File: src/rtl/pipeline_pkg.sv
// Shared pipeline definitions: control-bundle widths, bit positions and ALUOp encodings.
// Used by the ID/EX register, its hazard detector and later the forwarding unit.
package pipeline_pkg;

  localparam int WB_W  = 2;
  localparam int MEM_W = 2;
  localparam int EX_W  = 4;

  localparam int WB_REGWRITE = 1;
  localparam int WB_MEMTOREG = 0;
  localparam int MEM_WRITE   = 1;
  localparam int MEM_READ    = 0;
  localparam int EX_ALUSRC   = 3;
  localparam int EX_ALUOP_HI = 2;
  localparam int EX_ALUOP_LO = 1;
  localparam int EX_REGDST   = 0;

  localparam logic [1:0] ALUOP_ADD   = 2'b00;
  localparam logic [1:0] ALUOP_SUB   = 2'b01;
  localparam logic [1:0] ALUOP_RTYPE = 2'b10;

  typedef struct packed {
    logic [WB_W-1:0]  wb;
    logic [MEM_W-1:0] mem;
    logic [EX_W-1:0]  ex;
  } ctrl_t;

  function automatic logic is_load(input logic [MEM_W-1:0] mem);
    return mem[MEM_READ];
  endfunction

endpackage

File: src/rtl/id_ex_stage_if.sv
// ID-side inputs and EX-side outputs of the ID/EX register; slave = the stage, master = its environment.
interface id_ex_stage_if
  import pipeline_pkg::*;
#(
  parameter int DATA_W = 32,
  parameter int REG_AW = 5
);
  logic              id_valid_i;
  logic [WB_W-1:0]   id_wb_i;
  logic [MEM_W-1:0]  id_mem_i;
  logic [EX_W-1:0]   id_ex_i;
  logic [DATA_W-1:0] id_rs_data_i;
  logic [DATA_W-1:0] id_rt_data_i;
  logic [DATA_W-1:0] id_imm_i;
  logic [REG_AW-1:0] id_rs_i;
  logic [REG_AW-1:0] id_rt_i;
  logic [REG_AW-1:0] id_rd_i;

  logic              stall_o;
  logic              ex_valid_o;
  logic [WB_W-1:0]   ex_wb_o;
  logic [MEM_W-1:0]  ex_mem_o;
  logic [EX_W-1:0]   ex_ex_o;
  logic [DATA_W-1:0] ex_rs_data_o;
  logic [DATA_W-1:0] ex_rt_data_o;
  logic [DATA_W-1:0] ex_imm_o;
  logic [REG_AW-1:0] ex_rs_o;
  logic [REG_AW-1:0] ex_rt_o;
  logic [REG_AW-1:0] ex_rd_o;

  modport slave (
    input  id_valid_i, id_wb_i, id_mem_i, id_ex_i, id_rs_data_i, id_rt_data_i, id_imm_i,
           id_rs_i, id_rt_i, id_rd_i,
    output stall_o, ex_valid_o, ex_wb_o, ex_mem_o, ex_ex_o, ex_rs_data_o, ex_rt_data_o,
           ex_imm_o, ex_rs_o, ex_rt_o, ex_rd_o
  );

  modport master (
    output id_valid_i, id_wb_i, id_mem_i, id_ex_i, id_rs_data_i, id_rt_data_i, id_imm_i,
           id_rs_i, id_rt_i, id_rd_i,
    input  stall_o, ex_valid_o, ex_wb_o, ex_mem_o, ex_ex_o, ex_rs_data_o, ex_rt_data_o,
           ex_imm_o, ex_rs_o, ex_rt_o, ex_rd_o
  );
endinterface

File: src/rtl/id_ex_stage_load_use_detect.sv
// Load-use hazard detector: pure combinational, zero latency; stalls when EX holds a load whose rt feeds ID.
module load_use_detect #(
  parameter int REG_AW = 5
) (
  input  logic              ex_valid_i,
  input  logic              ex_mem_read_i,
  input  logic [REG_AW-1:0] ex_rt_i,
  input  logic              id_valid_i,
  input  logic [REG_AW-1:0] id_rs_i,
  input  logic [REG_AW-1:0] id_rt_i,
  output logic              stall_o
);
  // rt is compared even for I-type consumers; the occasional needless stall is harmless.
  assign stall_o = ex_valid_i & ex_mem_read_i & (ex_rt_i != '0) & id_valid_i &
                   ((ex_rt_i == id_rs_i) | (ex_rt_i == id_rt_i));
endmodule

File: src/rtl/id_ex_stage.sv
// ID/EX pipeline register, 1-cycle latency; priority hold > flush > load-use stall > load, bubbles on flush/stall.
// ID_EX_PERF_EN adds saturating bubble/flush counters; stall_o freezes PC and IF/ID upstream.
module id_ex_stage
  import pipeline_pkg::*;
#(
  parameter int DATA_W = 32,
  parameter int REG_AW = 5
`ifdef ID_EX_PERF_EN
  ,
  parameter int CNT_W  = 16
`endif
) (
  input  logic              clk_i,
  input  logic              rst_n_i,
  input  logic              hold_i,
  input  logic              flush_i,
  id_ex_stage_if.slave      bus
`ifdef ID_EX_PERF_EN
  ,
  output logic [CNT_W-1:0]  bubble_cnt_o,
  output logic [CNT_W-1:0]  flush_cnt_o
`endif
);

  ctrl_t             ctrl_q, ctrl_d, id_ctrl;
  logic              valid_q, valid_d;
  logic [DATA_W-1:0] rs_data_q, rs_data_d;
  logic [DATA_W-1:0] rt_data_q, rt_data_d;
  logic [DATA_W-1:0] imm_q, imm_d;
  logic [REG_AW-1:0] rs_q, rs_d;
  logic [REG_AW-1:0] rt_q, rt_d;
  logic [REG_AW-1:0] rd_q, rd_d;
  logic              stall;

  assign id_ctrl = {bus.id_wb_i, bus.id_mem_i, bus.id_ex_i};

  load_use_detect #(.REG_AW(REG_AW)) u_load_use_detect (
    .ex_valid_i    (valid_q),
    .ex_mem_read_i (is_load(ctrl_q.mem)),
    .ex_rt_i       (rt_q),
    .id_valid_i    (bus.id_valid_i),
    .id_rs_i       (bus.id_rs_i),
    .id_rt_i       (bus.id_rt_i),
    .stall_o       (stall)
  );

  always_comb begin
    valid_d   = valid_q;
    ctrl_d    = ctrl_q;
    rs_data_d = rs_data_q;
    rt_data_d = rt_data_q;
    imm_d     = imm_q;
    rs_d      = rs_q;
    rt_d      = rt_q;
    rd_d      = rd_q;
    if (!hold_i) begin
      rs_data_d = bus.id_rs_data_i;
      rt_data_d = bus.id_rt_data_i;
      imm_d     = bus.id_imm_i;
      rs_d      = bus.id_rs_i;
      rt_d      = bus.id_rt_i;
      rd_d      = bus.id_rd_i;
      // A bubble only needs its control cleared; the operand fields are don't-care.
      if (flush_i || stall) begin
        valid_d = 1'b0;
        ctrl_d  = '0;
      end else begin
        valid_d = bus.id_valid_i;
        ctrl_d  = bus.id_valid_i ? id_ctrl : '0;
      end
    end
  end

  always_ff @(posedge clk_i or negedge rst_n_i) begin
    if (!rst_n_i) begin
      valid_q   <= 1'b0;
      ctrl_q    <= '0;
      rs_data_q <= '0;
      rt_data_q <= '0;
      imm_q     <= '0;
      rs_q      <= '0;
      rt_q      <= '0;
      rd_q      <= '0;
    end else begin
      valid_q   <= valid_d;
      ctrl_q    <= ctrl_d;
      rs_data_q <= rs_data_d;
      rt_data_q <= rt_data_d;
      imm_q     <= imm_d;
      rs_q      <= rs_d;
      rt_q      <= rt_d;
      rd_q      <= rd_d;
    end
  end

  assign bus.stall_o      = stall;
  assign bus.ex_valid_o   = valid_q;
  assign bus.ex_wb_o      = ctrl_q.wb;
  assign bus.ex_mem_o     = ctrl_q.mem;
  assign bus.ex_ex_o      = ctrl_q.ex;
  assign bus.ex_rs_data_o = rs_data_q;
  assign bus.ex_rt_data_o = rt_data_q;
  assign bus.ex_imm_o     = imm_q;
  assign bus.ex_rs_o      = rs_q;
  assign bus.ex_rt_o      = rt_q;
  assign bus.ex_rd_o      = rd_q;

`ifdef ID_EX_PERF_EN
  logic [CNT_W-1:0] bubble_cnt_q, flush_cnt_q;

  // A flush coinciding with a load-use stall is counted as a flush only.
  always_ff @(posedge clk_i or negedge rst_n_i) begin
    if (!rst_n_i) begin
      bubble_cnt_q <= '0;
      flush_cnt_q  <= '0;
    end else if (!hold_i) begin
      if (flush_i) begin
        if (!(&flush_cnt_q)) flush_cnt_q <= flush_cnt_q + 1'b1;
      end else if (stall) begin
        if (!(&bubble_cnt_q)) bubble_cnt_q <= bubble_cnt_q + 1'b1;
      end
    end
  end

  assign bubble_cnt_o = bubble_cnt_q;
  assign flush_cnt_o  = flush_cnt_q;
`endif

endmodule

File: src/flat_wrapper.sv
// flat-port wrapper written by rule: the top's interface ports become plain ports
module id_ex_stage_flat import pipeline_pkg::*;
#(
  parameter int DATA_W = 32,
  parameter int REG_AW = 5

)
  (clk_i, rst_n_i, hold_i, flush_i, bus_id_valid_i, bus_id_wb_i, bus_id_mem_i, bus_id_ex_i, bus_id_rs_data_i, bus_id_rt_data_i, bus_id_imm_i, bus_id_rs_i, bus_id_rt_i, bus_id_rd_i, bus_stall_o, bus_ex_valid_o, bus_ex_wb_o, bus_ex_mem_o, bus_ex_ex_o, bus_ex_rs_data_o, bus_ex_rt_data_o, bus_ex_imm_o, bus_ex_rs_o, bus_ex_rt_o, bus_ex_rd_o);
  id_ex_stage_if #(.DATA_W(DATA_W), .REG_AW(REG_AW)) bus_i ();
  input  logic clk_i;
  input  logic rst_n_i;
  input  logic hold_i;
  input  logic flush_i;
  input wire logic [$bits(bus_i.id_valid_i)-1:0] bus_id_valid_i;
  input wire logic [$bits(bus_i.id_wb_i)-1:0] bus_id_wb_i;
  input wire logic [$bits(bus_i.id_mem_i)-1:0] bus_id_mem_i;
  input wire logic [$bits(bus_i.id_ex_i)-1:0] bus_id_ex_i;
  input wire logic [$bits(bus_i.id_rs_data_i)-1:0] bus_id_rs_data_i;
  input wire logic [$bits(bus_i.id_rt_data_i)-1:0] bus_id_rt_data_i;
  input wire logic [$bits(bus_i.id_imm_i)-1:0] bus_id_imm_i;
  input wire logic [$bits(bus_i.id_rs_i)-1:0] bus_id_rs_i;
  input wire logic [$bits(bus_i.id_rt_i)-1:0] bus_id_rt_i;
  input wire logic [$bits(bus_i.id_rd_i)-1:0] bus_id_rd_i;
  output wire logic [$bits(bus_i.stall_o)-1:0] bus_stall_o;
  output wire logic [$bits(bus_i.ex_valid_o)-1:0] bus_ex_valid_o;
  output wire logic [$bits(bus_i.ex_wb_o)-1:0] bus_ex_wb_o;
  output wire logic [$bits(bus_i.ex_mem_o)-1:0] bus_ex_mem_o;
  output wire logic [$bits(bus_i.ex_ex_o)-1:0] bus_ex_ex_o;
  output wire logic [$bits(bus_i.ex_rs_data_o)-1:0] bus_ex_rs_data_o;
  output wire logic [$bits(bus_i.ex_rt_data_o)-1:0] bus_ex_rt_data_o;
  output wire logic [$bits(bus_i.ex_imm_o)-1:0] bus_ex_imm_o;
  output wire logic [$bits(bus_i.ex_rs_o)-1:0] bus_ex_rs_o;
  output wire logic [$bits(bus_i.ex_rt_o)-1:0] bus_ex_rt_o;
  output wire logic [$bits(bus_i.ex_rd_o)-1:0] bus_ex_rd_o;
  assign bus_i.id_valid_i = bus_id_valid_i;
  assign bus_i.id_wb_i = bus_id_wb_i;
  assign bus_i.id_mem_i = bus_id_mem_i;
  assign bus_i.id_ex_i = bus_id_ex_i;
  assign bus_i.id_rs_data_i = bus_id_rs_data_i;
  assign bus_i.id_rt_data_i = bus_id_rt_data_i;
  assign bus_i.id_imm_i = bus_id_imm_i;
  assign bus_i.id_rs_i = bus_id_rs_i;
  assign bus_i.id_rt_i = bus_id_rt_i;
  assign bus_i.id_rd_i = bus_id_rd_i;
  assign bus_stall_o = bus_i.stall_o;
  assign bus_ex_valid_o = bus_i.ex_valid_o;
  assign bus_ex_wb_o = bus_i.ex_wb_o;
  assign bus_ex_mem_o = bus_i.ex_mem_o;
  assign bus_ex_ex_o = bus_i.ex_ex_o;
  assign bus_ex_rs_data_o = bus_i.ex_rs_data_o;
  assign bus_ex_rt_data_o = bus_i.ex_rt_data_o;
  assign bus_ex_imm_o = bus_i.ex_imm_o;
  assign bus_ex_rs_o = bus_i.ex_rs_o;
  assign bus_ex_rt_o = bus_i.ex_rt_o;
  assign bus_ex_rd_o = bus_i.ex_rd_o;
  id_ex_stage #(.DATA_W(DATA_W), .REG_AW(REG_AW)) u_core (.clk_i(clk_i), .rst_n_i(rst_n_i), .hold_i(hold_i), .flush_i(flush_i), .bus(bus_i));
endmodule
File: config.mk
export PLATFORM = sky130hd
export DESIGN_NAME = id_ex_stage_flat
export DESIGN_NICKNAME = d
export VERILOG_FILES = /design/src/rtl/pipeline_pkg.sv /design/src/rtl/id_ex_stage_if.sv /design/src/rtl/id_ex_stage_load_use_detect.sv /design/src/rtl/id_ex_stage.sv /design/src/flat_wrapper.sv
export SDC_FILE = /design/constraint.sdc
export NUM_CORES = 1
export LEC_CHECK = 0
export ABC_AREA = 1
export ABC_CLOCK_PERIOD_IN_PS = 2000
export CAP_MARGIN = 0
export CORE_ASPECT_RATIO = 0.6
export CORE_UTILIZATION = 43
export CTS_CLUSTER_SIZE = 28
export DETAILED_ROUTE_END_ITERATION = 10
export PLACE_DENSITY_LB_ADDON = 0.2
export SLEW_MARGIN = 20
export SYNTH_ARGS = -nofsm -noshare
export SYNTH_HDL_FRONTEND = slang
export SYNTH_HIERARCHICAL = 1
export SYNTH_SLANG_ARGS = --single-unit
File: constraint.sdc
create_clock -name clk_i -period 2 [get_ports clk_i]
set_input_delay 0.3 -clock clk_i [delete_from_list [all_inputs] [get_ports clk_i]]
set_output_delay 0.3 -clock clk_i [all_outputs]
set_load 0.005 [all_outputs]
==> flow_summary.json <==
{
  "drv_slew": 0,
  "nFillCells": 771,
  "peakVddDrop_uv": 799.9,
  "stdcell_count": 969,
  "use_met1": 0.2958,
  "synthCells": 570,
  "num_rows": 29,
  "diodes": 0,
  "wl_per_cell_um": 14.75,
  "yosysMostFrequentCell": "nand2_1",
  "sw_frac_of_total": 0.2332,
  "ys_seq_area_frac": 0.6301,
  "async_flop_share": 1.000,
  "ant_nets": 0,
  "outcome": "complete, no violations",
  "grt_pass1_vias": 4605,
  "grt_util_all_layers": 0.2593,
  "clkPwrFrac": 0.449,
  "synth_top_family_by_area": "simple AND/OR/NAND/NOR gates",
  "synth-simple-area-share": 0.3192,
  "p_leak_nw": 4.037,
  "intPower_mw": 5.446,
  "switchingPower_mw": 1.656,
  "cts.path.max_buffers": 2,
  "ys_types": 14,
  "fin_crit_ps": 1938,
  "grt.busiest_layer": "met2",
  "dp.cells": 933,
  "nets": 941,
  "final_layout_size_suffix_gt1_frac": 0.06386,
  "grt_overflow": 0,
  "drtIter0Drc": 198,
  "antenna_found_initial": 0,
  "setup-tns-final_ps": 0,
  "share_comb_of_total_power": 0.161,
  "port_buffers": 244,
  "ys.flop_type": "dfrtp_1",
  "hold_class": "input port to asynchronous set/reset pin",
  "pin_count": 245,
  "ys_top_cells_by_count": "nand2_1, dfrtp_1, buf_2",
  "grt_pass1_wl_um": 22520,
  "die-area_um2": 11520,
  "synthesis.nets": 694,
  "slew-limit-headroom": 0.6649,
  "vias": 4488,
  "wl_um": 14290,
  "critPathMaxFanout": 5,
  "cts.reportedPaths.clkPinSlew_ps": 60,
  "cts_tree": "done",
  "gp_congestion": 0.9859,
  "fmax_mhz": 515.9,
  "yosysWarnings": 6,
  "ys_top_cells_by_area": "dfrtp_1, nand2_1, buf_2",
  "syn2layout_area_growth_pct": 68.13,
  "finalHoldViolCount": 0,
  "grtUsageMet2": 0.4314,
  "firstDrtPassIters": 4,
  "start_kind": "flop",
  "yosysTopAreaCellShare": 0.6301,
  "hpwl_um": 9549,
  "synth_compound_area_frac": 0.001838,
  "synthMuxAreaShare": 0,
  "crit_arrival_ps": 1640,
  "cts-root-buf": "clkbuf_16",
  "cts_made_buffers": 17,
  "syn-cell-area_um2": 4766,
  "synth.avg_cell_area_um2": 8.361,
  "grt_max_degree": 121,
  "die_x_um": 137.9,
  "required_ps": 1700,
  "fin_crit_sh": 0.9692,
  "synth_edf_count": 0,
  "criticalPathCategory": "flop to primary output",
  "use_met3": 0.1014,
  "cts_num_sinks": 120,
  "synth_xor_area_frac": 0.005513,
  "drc_errors": 0,
  "post_drt_via_cell_ratio": 4.632,
  "core_area_um2": 10670,
  "finalClockSkew_ps": 8.858,
  "cap_violations": 0,
  "setup_viol": 0,
  "tightest_slew_ps": 502.6,
  "power_frac_seq": 0.391,
  "dieHeight_um": 83.55,
  "initial_core_util": 0.4468,
  "yosysTopAreaCell": "dfrtp_1",
  "clock_latency_ps": 410,
  "synth_seq_cells": 120,
  "powerDensity_nw_per_um2": 886.4,
  "htreeDepth": 4,
  "critPathCaptureType": "primary output",
  "synth_fa_ha_area_frac": 0
}
-- cells in the final DEF, fill, tap and decap left out, drive strengths merged --
cell type	count
xor2	1
clkbuf	20
clkinvlp	3
clkdlybuf4s15	1
clkdlybuf4s50	241
a21oi	1
dfrtp	120
nand3	11
nand2	376
clkinv	6
nand4	2
nor2	10
buf	12
inv	19
xnor2	2
dlygate4sd3	1
bufinv	4
-- final timing paths --
check,from,to,slack (ps),cells after the start
max in group asynchronous,rst_n_i,u_core/bus.ex_imm_o[10],1060,3
min,rst_n_i,u_core/bus.ex_rd_o[3],340,2
min reg2reg,u_core/bus.ex_ex_o[0],u_core/bus.ex_ex_o[0],470,2
max reg2reg,u_core/bus.ex_rt_o[3],u_core/bus.ex_mem_o[1],180,10
max,u_core/bus.ex_rt_o[3],bus_stall_o,60,6
min in group clk_i,bus_id_rt_data_i[14],u_core/bus.ex_rt_data_o[14],420,3
-- power by group through the flow --
stage | Sequential [mW] | Combinational (mW) | Clock [mW]
4_1_cts | 2.77 | 1.15 | 3.26
3_3_place_gp | 2.80 | 1.11 | 0
2_1_floorplan | 2.81 | 0.292 | 0
3_5_place_dp | 2.81 | 1.13 | 0
5_1_grt | 2.80 | 1.25 | 3.38
6_report | 2.77 | 1.14 | 3.19
-- metrics by stage --
step / setup WS, ps / cell area [um2] / total power, mW / hold slack (ps) / util
final: 61.56 / 8013 / 7.102 / 344.9 / 0.7511
after global routing: -0.8319 / 8013 / 7.424 / 366.6 / 0.7511
after CTS: 49.93 / 7999 / 7.181 / 344.3 / 0.7498
after detailed placement: -153.5 / 7350 / 3.939 / 242.7 / 0.6890
after global placement: -144.4 / 7350 / 3.910 / 241.3 / 0.6890
after floorplan: 748.9 / 4766 / 3.106 / 4.409 / -
-- sequential cells by signal (all words and copies together) (netlist names) --
register	cells
u_core/bus.ex_imm_o	32
u_core/bus.ex_rd_o	5
u_core/bus.ex_rt_o	5
u_core/bus.ex_rt_data_o	32
u_core/bus.ex_rs_o	5
u_core/bus.ex_valid_o	1
u_core/bus.ex_ex_o	4
u_core/bus.ex_rs_data_o	32
u_core/bus.ex_mem_o	2
u_core/bus.ex_wb_o	2
-- per-layer routing --
layer / wire length [um] / vias to the layer above
li1: - / 2195
met1: 5632 / 2081
met2: 6972 / 186
met5: 0 / -
met4: 303 / 0
met3: 1380 / 26
-- cell type report --
type                       instances  area, um2  share of cell area
clock buffer                      20      446.7             0.05575
multi-input combinational        403       1559              0.1946
timing repair buffer             255       2572              0.3210
inverter                          20      76.32            0.009525
sequential                       120       3009              0.3755
tap                              139      173.9             0.02171
clock inverter                    12      175.2             0.02186
-- worst max-delay path: stages (launching register included) --
cell,delay [ps]
dfrtp_2,450
nor2_2,120
nor2_1,50
nor2_1,80
nand3_1,120
a21oi_2,190
clkdlybuf4s15_1,230
-- what timing repair did --
item / 4_1_cts / 5_1_grt
pin swaps: 2 / 1
setup endpoints to repair: 1 / 1
hold endpoints to repair: 23 / 0
resized for setup: 4 / 4
hold buffers: 1 / 0
setup buffers: 2 / 1
gates cloned: 0 / 0
-- cells by family after synthesis --
kind of cell / count (synthesis)
simple gates: 399
flops: 120
buf+inv: 47
xor+xnor: 3
compound gates: 1
No activity file was read; power rests on OpenSTA's default activity.
